File: config.mk
export PLATFORM = sky130hd
export DESIGN_NAME = pipe_ctrl_regs
export DESIGN_NICKNAME = d
export VERILOG_FILES = /design/src/rtl/pipe_ctrl_regs.sv
export SDC_FILE = /design/constraint.sdc
export NUM_CORES = 1
export LEC_CHECK = 0
export ABC_AREA = 1
export BUFFER_PORTS_ARGS = -buffer_cell sky130_fd_sc_hd__buf_2
export CORE_UTILIZATION = 25
export CTS_CLUSTER_SIZE = 14
export DETAILED_ROUTE_END_ITERATION = 16
export GPL_TIMING_DRIVEN = 0
export RECOVER_POWER = 100
export SYNTH_ARGS = -nofsm -noshare
export SYNTH_HDL_FRONTEND = slang
export SYNTH_SLANG_ARGS = --single-unit
File: constraint.sdc
create_clock -name CLK -period 1.1 [get_ports CLK]
set_input_delay 0.22 -clock CLK [delete_from_list [all_inputs] [get_ports CLK]]
set_output_delay 0.22 -clock CLK [all_outputs]
set_load 0.02 [all_outputs]
File: src/rtl/pipe_ctrl_regs.sv
// rtl/pipe_ctrl_regs.sv - ID/EX, EX/MEM and MEM/WB control and destination pipeline registers
//
// Purpose: carries decoded control bits and the destination register number
// from ID through EX, MEM and WB. The EX and MEM copies double as the hazard
// status the ID-stage controller reads for forwarding and load-use stalls.
// A stall request or an empty ID stage turns the EX capture into a bubble;
// the MEM and WB stages always advance.
//
// Optional feature: macro PIPE_PERF_CNT_EN enables the saturating 16-bit
// stall and retired-instruction counters. When the macro is undefined,
// STALLCNT and RETCNT are tied to 0.
//
// Ports:
//   CLK, RST                       clock, synchronous active-high reset
//   IDVALID, WPCIR                 ID holds an instruction / stall request
//   WREG M2REG WMEM SHIFT ALUIMM   ID-stage control bits
//   REGRT ALUC IDRT IDRD           destination select, ALU op, rt, rd
//   EVALID .. EXDES                EX-stage control and destination
//   MVALID .. MEDES                MEM-stage control and destination
//   WVALID .. WBDES                WB-stage control and destination
//   STALLCNT, RETCNT               performance counters

module pipe_ctrl_regs (
  input  logic        CLK,
  input  logic        RST,
  input  logic        IDVALID,
  input  logic        WPCIR,
  input  logic        WREG,
  input  logic        M2REG,
  input  logic        WMEM,
  input  logic        SHIFT,
  input  logic        ALUIMM,
  input  logic        REGRT,
  input  logic [3:0]  ALUC,
  input  logic [4:0]  IDRT,
  input  logic [4:0]  IDRD,
  output logic        EVALID,
  output logic        EWREG,
  output logic        EM2REG,
  output logic        EWMEM,
  output logic        ESHIFT,
  output logic        EALUIMM,
  output logic [3:0]  EALUC,
  output logic [4:0]  EXDES,
  output logic        MVALID,
  output logic        MWREG,
  output logic        MM2REG,
  output logic        MWMEM,
  output logic [4:0]  MEDES,
  output logic        WVALID,
  output logic        WWREG,
  output logic        WM2REG,
  output logic [4:0]  WBDES,
  output logic [15:0] STALLCNT,
  output logic [15:0] RETCNT
);

  logic       capture;
  logic [4:0] id_des;
  logic       id_wreg;
  logic       id_m2reg;

  assign capture = IDVALID && !WPCIR;
  assign id_des  = REGRT ? IDRT : IDRD;
  // A write to $0 is dropped at capture, so no later stage ever reports it
  // as a hazard. A load only counts as a load if it really writes a register.
  assign id_wreg  = WREG && (id_des != 5'd0);
  assign id_m2reg = M2REG && id_wreg;

  always_ff @(posedge CLK) begin
    if (RST) begin
      EVALID  <= 1'b0;
      EWREG   <= 1'b0;
      EM2REG  <= 1'b0;
      EWMEM   <= 1'b0;
      ESHIFT  <= 1'b0;
      EALUIMM <= 1'b0;
      EALUC   <= 4'd0;
      EXDES   <= 5'd0;
      MVALID  <= 1'b0;
      MWREG   <= 1'b0;
      MM2REG  <= 1'b0;
      MWMEM   <= 1'b0;
      MEDES   <= 5'd0;
      WVALID  <= 1'b0;
      WWREG   <= 1'b0;
      WM2REG  <= 1'b0;
      WBDES   <= 5'd0;
    end else begin
      if (capture) begin
        EVALID  <= 1'b1;
        EWREG   <= id_wreg;
        EM2REG  <= id_m2reg;
        EWMEM   <= WMEM;
        ESHIFT  <= SHIFT;
        EALUIMM <= ALUIMM;
        EALUC   <= ALUC;
        EXDES   <= id_des;
      end else begin
        // Bubble: fully zeroed so it can never write memory or registers.
        EVALID  <= 1'b0;
        EWREG   <= 1'b0;
        EM2REG  <= 1'b0;
        EWMEM   <= 1'b0;
        ESHIFT  <= 1'b0;
        EALUIMM <= 1'b0;
        EALUC   <= 4'd0;
        EXDES   <= 5'd0;
      end

      // Downstream stages never freeze; a stall only affects EX capture.
      MVALID <= EVALID;
      MWREG  <= EWREG;
      MM2REG <= EM2REG;
      MWMEM  <= EWMEM;
      MEDES  <= EXDES;

      WVALID <= MVALID;
      WWREG  <= MWREG;
      WM2REG <= MM2REG;
      WBDES  <= MEDES;
    end
  end

`ifdef PIPE_PERF_CNT_EN
  always_ff @(posedge CLK) begin
    if (RST) begin
      STALLCNT <= 16'd0;
      RETCNT   <= 16'd0;
    end else begin
      if (WPCIR && (STALLCNT != 16'hffff)) begin
        STALLCNT <= STALLCNT + 16'd1;
      end
      if (WVALID && (RETCNT != 16'hffff)) begin
        RETCNT <= RETCNT + 16'd1;
      end
    end
  end
`else
  assign STALLCNT = 16'd0;
  assign RETCNT   = 16'd0;
`endif

endmodule

==> results.md <==
- Setup crit end kind: primary output
- Worst VDD drop: 0.000669 V
- Critical path, cell by cell: clkbuf_1
- Root buffer cell: clkbuf_8
- Synthesized flop and latch total: 32
- Main flop type after synthesis: dfxtp_1
- Global route total overflow: 0
- Dpl hpwl: 1.69 mm
- Num rows: 25
- DR WL/cell: 6.63 um
- Number of synthesized flops with an enable pin: 0
- Die footprint: 0.00517 mm2
- Layout area overhead: 46.3%
- Post-synthesis sequential area ratio: 0.524
- Routed Wire Length: 2.06 mm
- Non-filler cells, final: 310
- Static Leak: 1.01 nW
- DRT Pass-1 Iters: 4
- Num ports: 88
- Hold_buf cts: 0
- CP Data Required Time: 0.88 ns
- Worst hold stages: 3
- CTS resizes: 0
- Slowest stage cell, crit path: dfxtp_1
- Initial core utilization: 0.259
- Largest net degree at the start of global routing: 12
- Pre-CTS setup slack: 0.0588 ns
- CTS sink count: 32
- Core area: 0.00472 mm2
- Maximum clock rate: 971 MHz
- Reg area: 641 um2
- Initial antenna violation count: 0
- Fill cells: 489
- Vias per std cell: 3.16
- H-tree depth: 2
- Count of different cell masters after synthesis: 13
- Status: finished, final reports clean
- Max Cap Viol: 0
- Worst clock skew: 0.00306 ns
- Area of the multi-input gates: 324 um2
- Post-synth top cells: buf_4 (32), dfxtp_1 (32), inv_1 (30), nor2_1 (30), nand2_1 (12)
- Tightest Hold Check Type: input pin to flop
- Number of port buffers: 54
- Clk_lat worst skew: 0.28 ns
- Fin Hold WS: 0.152 ns
- Tcrit/Tclk final: 0.936
- Final hold viol count: 0
- Vias in the first global route: 764
- Worst R2R Setup Slack: 0.58 ns
- Share of the synthesized area in the top cell type: 0.524
- Die Wd: 71.9 um
- Synth Warn #: 0
- Gpl congestion: 0.718
- Synth area leader: dfxtp_1
- Final min period: 1.03 ns
- # nets final: 266
- Drt drc: 0
- Global-route wire length before repair: 3.06 mm
- Mapped Cells: 150
- Post-CTS setup buffer count: 0
- Reg2Reg Depth: 2
- RSZ-0062 raised after global routing: no
- All-Layer GR Usage: 0.0802
- Via count: 979
- P per Cell Area: 1470 mW/mm2
- Initial DRC count: 32
- Setup TNS: 0 ns
- Layout cell share with drive strength beyond 1: 0.362
- Placed cell count: 302
- Die Ht: 71.9 um
- Top cells by area, synth: dfxtp_1 (52%), buf_4 (20%), inv_1 (9.2%), nor2_1 (9.2%), nand2_1 (3.7%)
- CP delay by family, top: flip-flops
- Cts bufs inserted: 5
- Post-DRT Antenna Nets: 0
- TritonCTS clock tree: yes
- Max Buffers Root-to-Sink: 2
- Setup ws final: 0.0705 ns
- Max stage delay on crit path: 0.31 ns
- Worst R2R Start: EXDES[4]$_SDFF_PP0_
- Pins Over Slew Limit: 0
- CP bufs+invs: 1
- Data arrival, critical path: 0.81 ns
- Kind of critical path: flop to primary output
- Mapped Area: 0.00122 mm2
- Crit Path Max Fanout: 1
- Dpl cell area: 0.00169 mm2
- Mapped Avg Cell Area: 8.15 um2
- Reg2reg end: MEDES[4]$_SDFF_PP0_
- Count of final setup violators: 0
- Finished Cell Area: 0.00179 mm2
- FFs w/ async S/R, synth: 0
- Hold Path End: EALUIMM$_SDFF_PP0_
- Hold Crit Start: ALUIMM
- Diodes inserted: 0
- CP Launch Type: flop
- Reg clk slew, reported paths: 0.07 ns
worst max path at each step:
| stage | cells after the start | to | slack (ns) | start |
|---|---|---|---|---|
| detailed placement | 5 | EXDES[3]$_SDFF_PP0_ | 0.06 | RST |
| finish | 1 | WBDES[0] | 0.07 | WBDES[0]$_SDFF_PP0_ |
| global placement | 6 | EWREG$_SDFF_PP0_ | 0.06 | REGRT |
| CTS | 1 | EXDES[4] | 0.05 | EXDES[4]$_SDFF_PP0_ |
| global route | 1 | EXDES[4] | 0.02 | EXDES[4]$_SDFF_PP0_ |
| floorplan | 5 | EXDES[0]$_SDFF_PP0_ | 0.24 | RST |
kinds of logic after synthesis:
| logic type | Yosys count | share of synthesized area |
|---|---|---|
| AND/OR/NAND/NOR | 46 | 0.148 |
| buffers and inverters | 66 | 0.304 |
| flip-flops | 32 | 0.524 |
| other | 1 | 0.00307 |
| AO/OA/AOI/OAI | 5 | 0.0205 |
where the power goes:
group	total, mW	internal, mW	switching (mW)	leakage (nW)
clock	1.08	0.669	0.416	0.0541
sequential	1.19	1.18	0.00892	0.260
combinational	0.346	0.139	0.207	0.694
placed cells by master, fill, tap and decap left out:
| cell type | count |
|---|---|
| clkbuf_8 | 5 |
| dfxtp_1 | 32 |
| buf_4 | 32 |
| buf_2 | 22 |
| bufinv_16 | 1 |
| nand2_2 | 1 |
| clkinv_2 | 1 |
| nand2_1 | 13 |
| o21ai_1 | 1 |
| inv_1 | 30 |
| clkinvlp_4 | 1 |
| clkbuf_2 | 24 |
| nor2_1 | 30 |
| clkbuf_1 | 11 |
| conb_1 | 32 |
| or2_1 | 1 |
| nand3_1 | 1 |
| inv_2 | 1 |
| a21oi_1 | 4 |
registers in the layout (all words and copies together) (netlist names), 4 cells and up:
| signal | cells |
|---|---|
| EALUC | 4 |
| EXDES | 5 |
| MEDES | 5 |
| WBDES | 5 |
routing by layer:
| metal | up-vias | GRT usage | share of wire |
|---|---|---|---|
| met2 | 54 | 0.139 | 0.48 |
| met3 | 2 | 0.0472 | 0.12 |
| li1 | 544 | - | - |
| met1 | 379 | 0.0725 | 0.39 |
| met5 | - | 0 | 0 |
| met4 | 0 | 0.0458 | 0.0054 |
cell type report:
type,count,area share
sequential,32,0.358
multi-input combinational,83,0.181
timing repair buffer,54,0.145
buffer,35,0.141
inverter,31,0.0651
tap,67,0.0469
clock buffer,5,0.0385
clock inverter,3,0.0238
per-stage QoR:
stage / power (mW) / util
after detailed placement: 1.57 / 0.358
final: 2.62 / 0.379
after CTS: 2.66 / 0.382
after floorplan: 1.49 / -
after global routing: 2.74 / 0.379
after global placement: 1.56 / 0.358
Power figures use the tool's default switching activity.
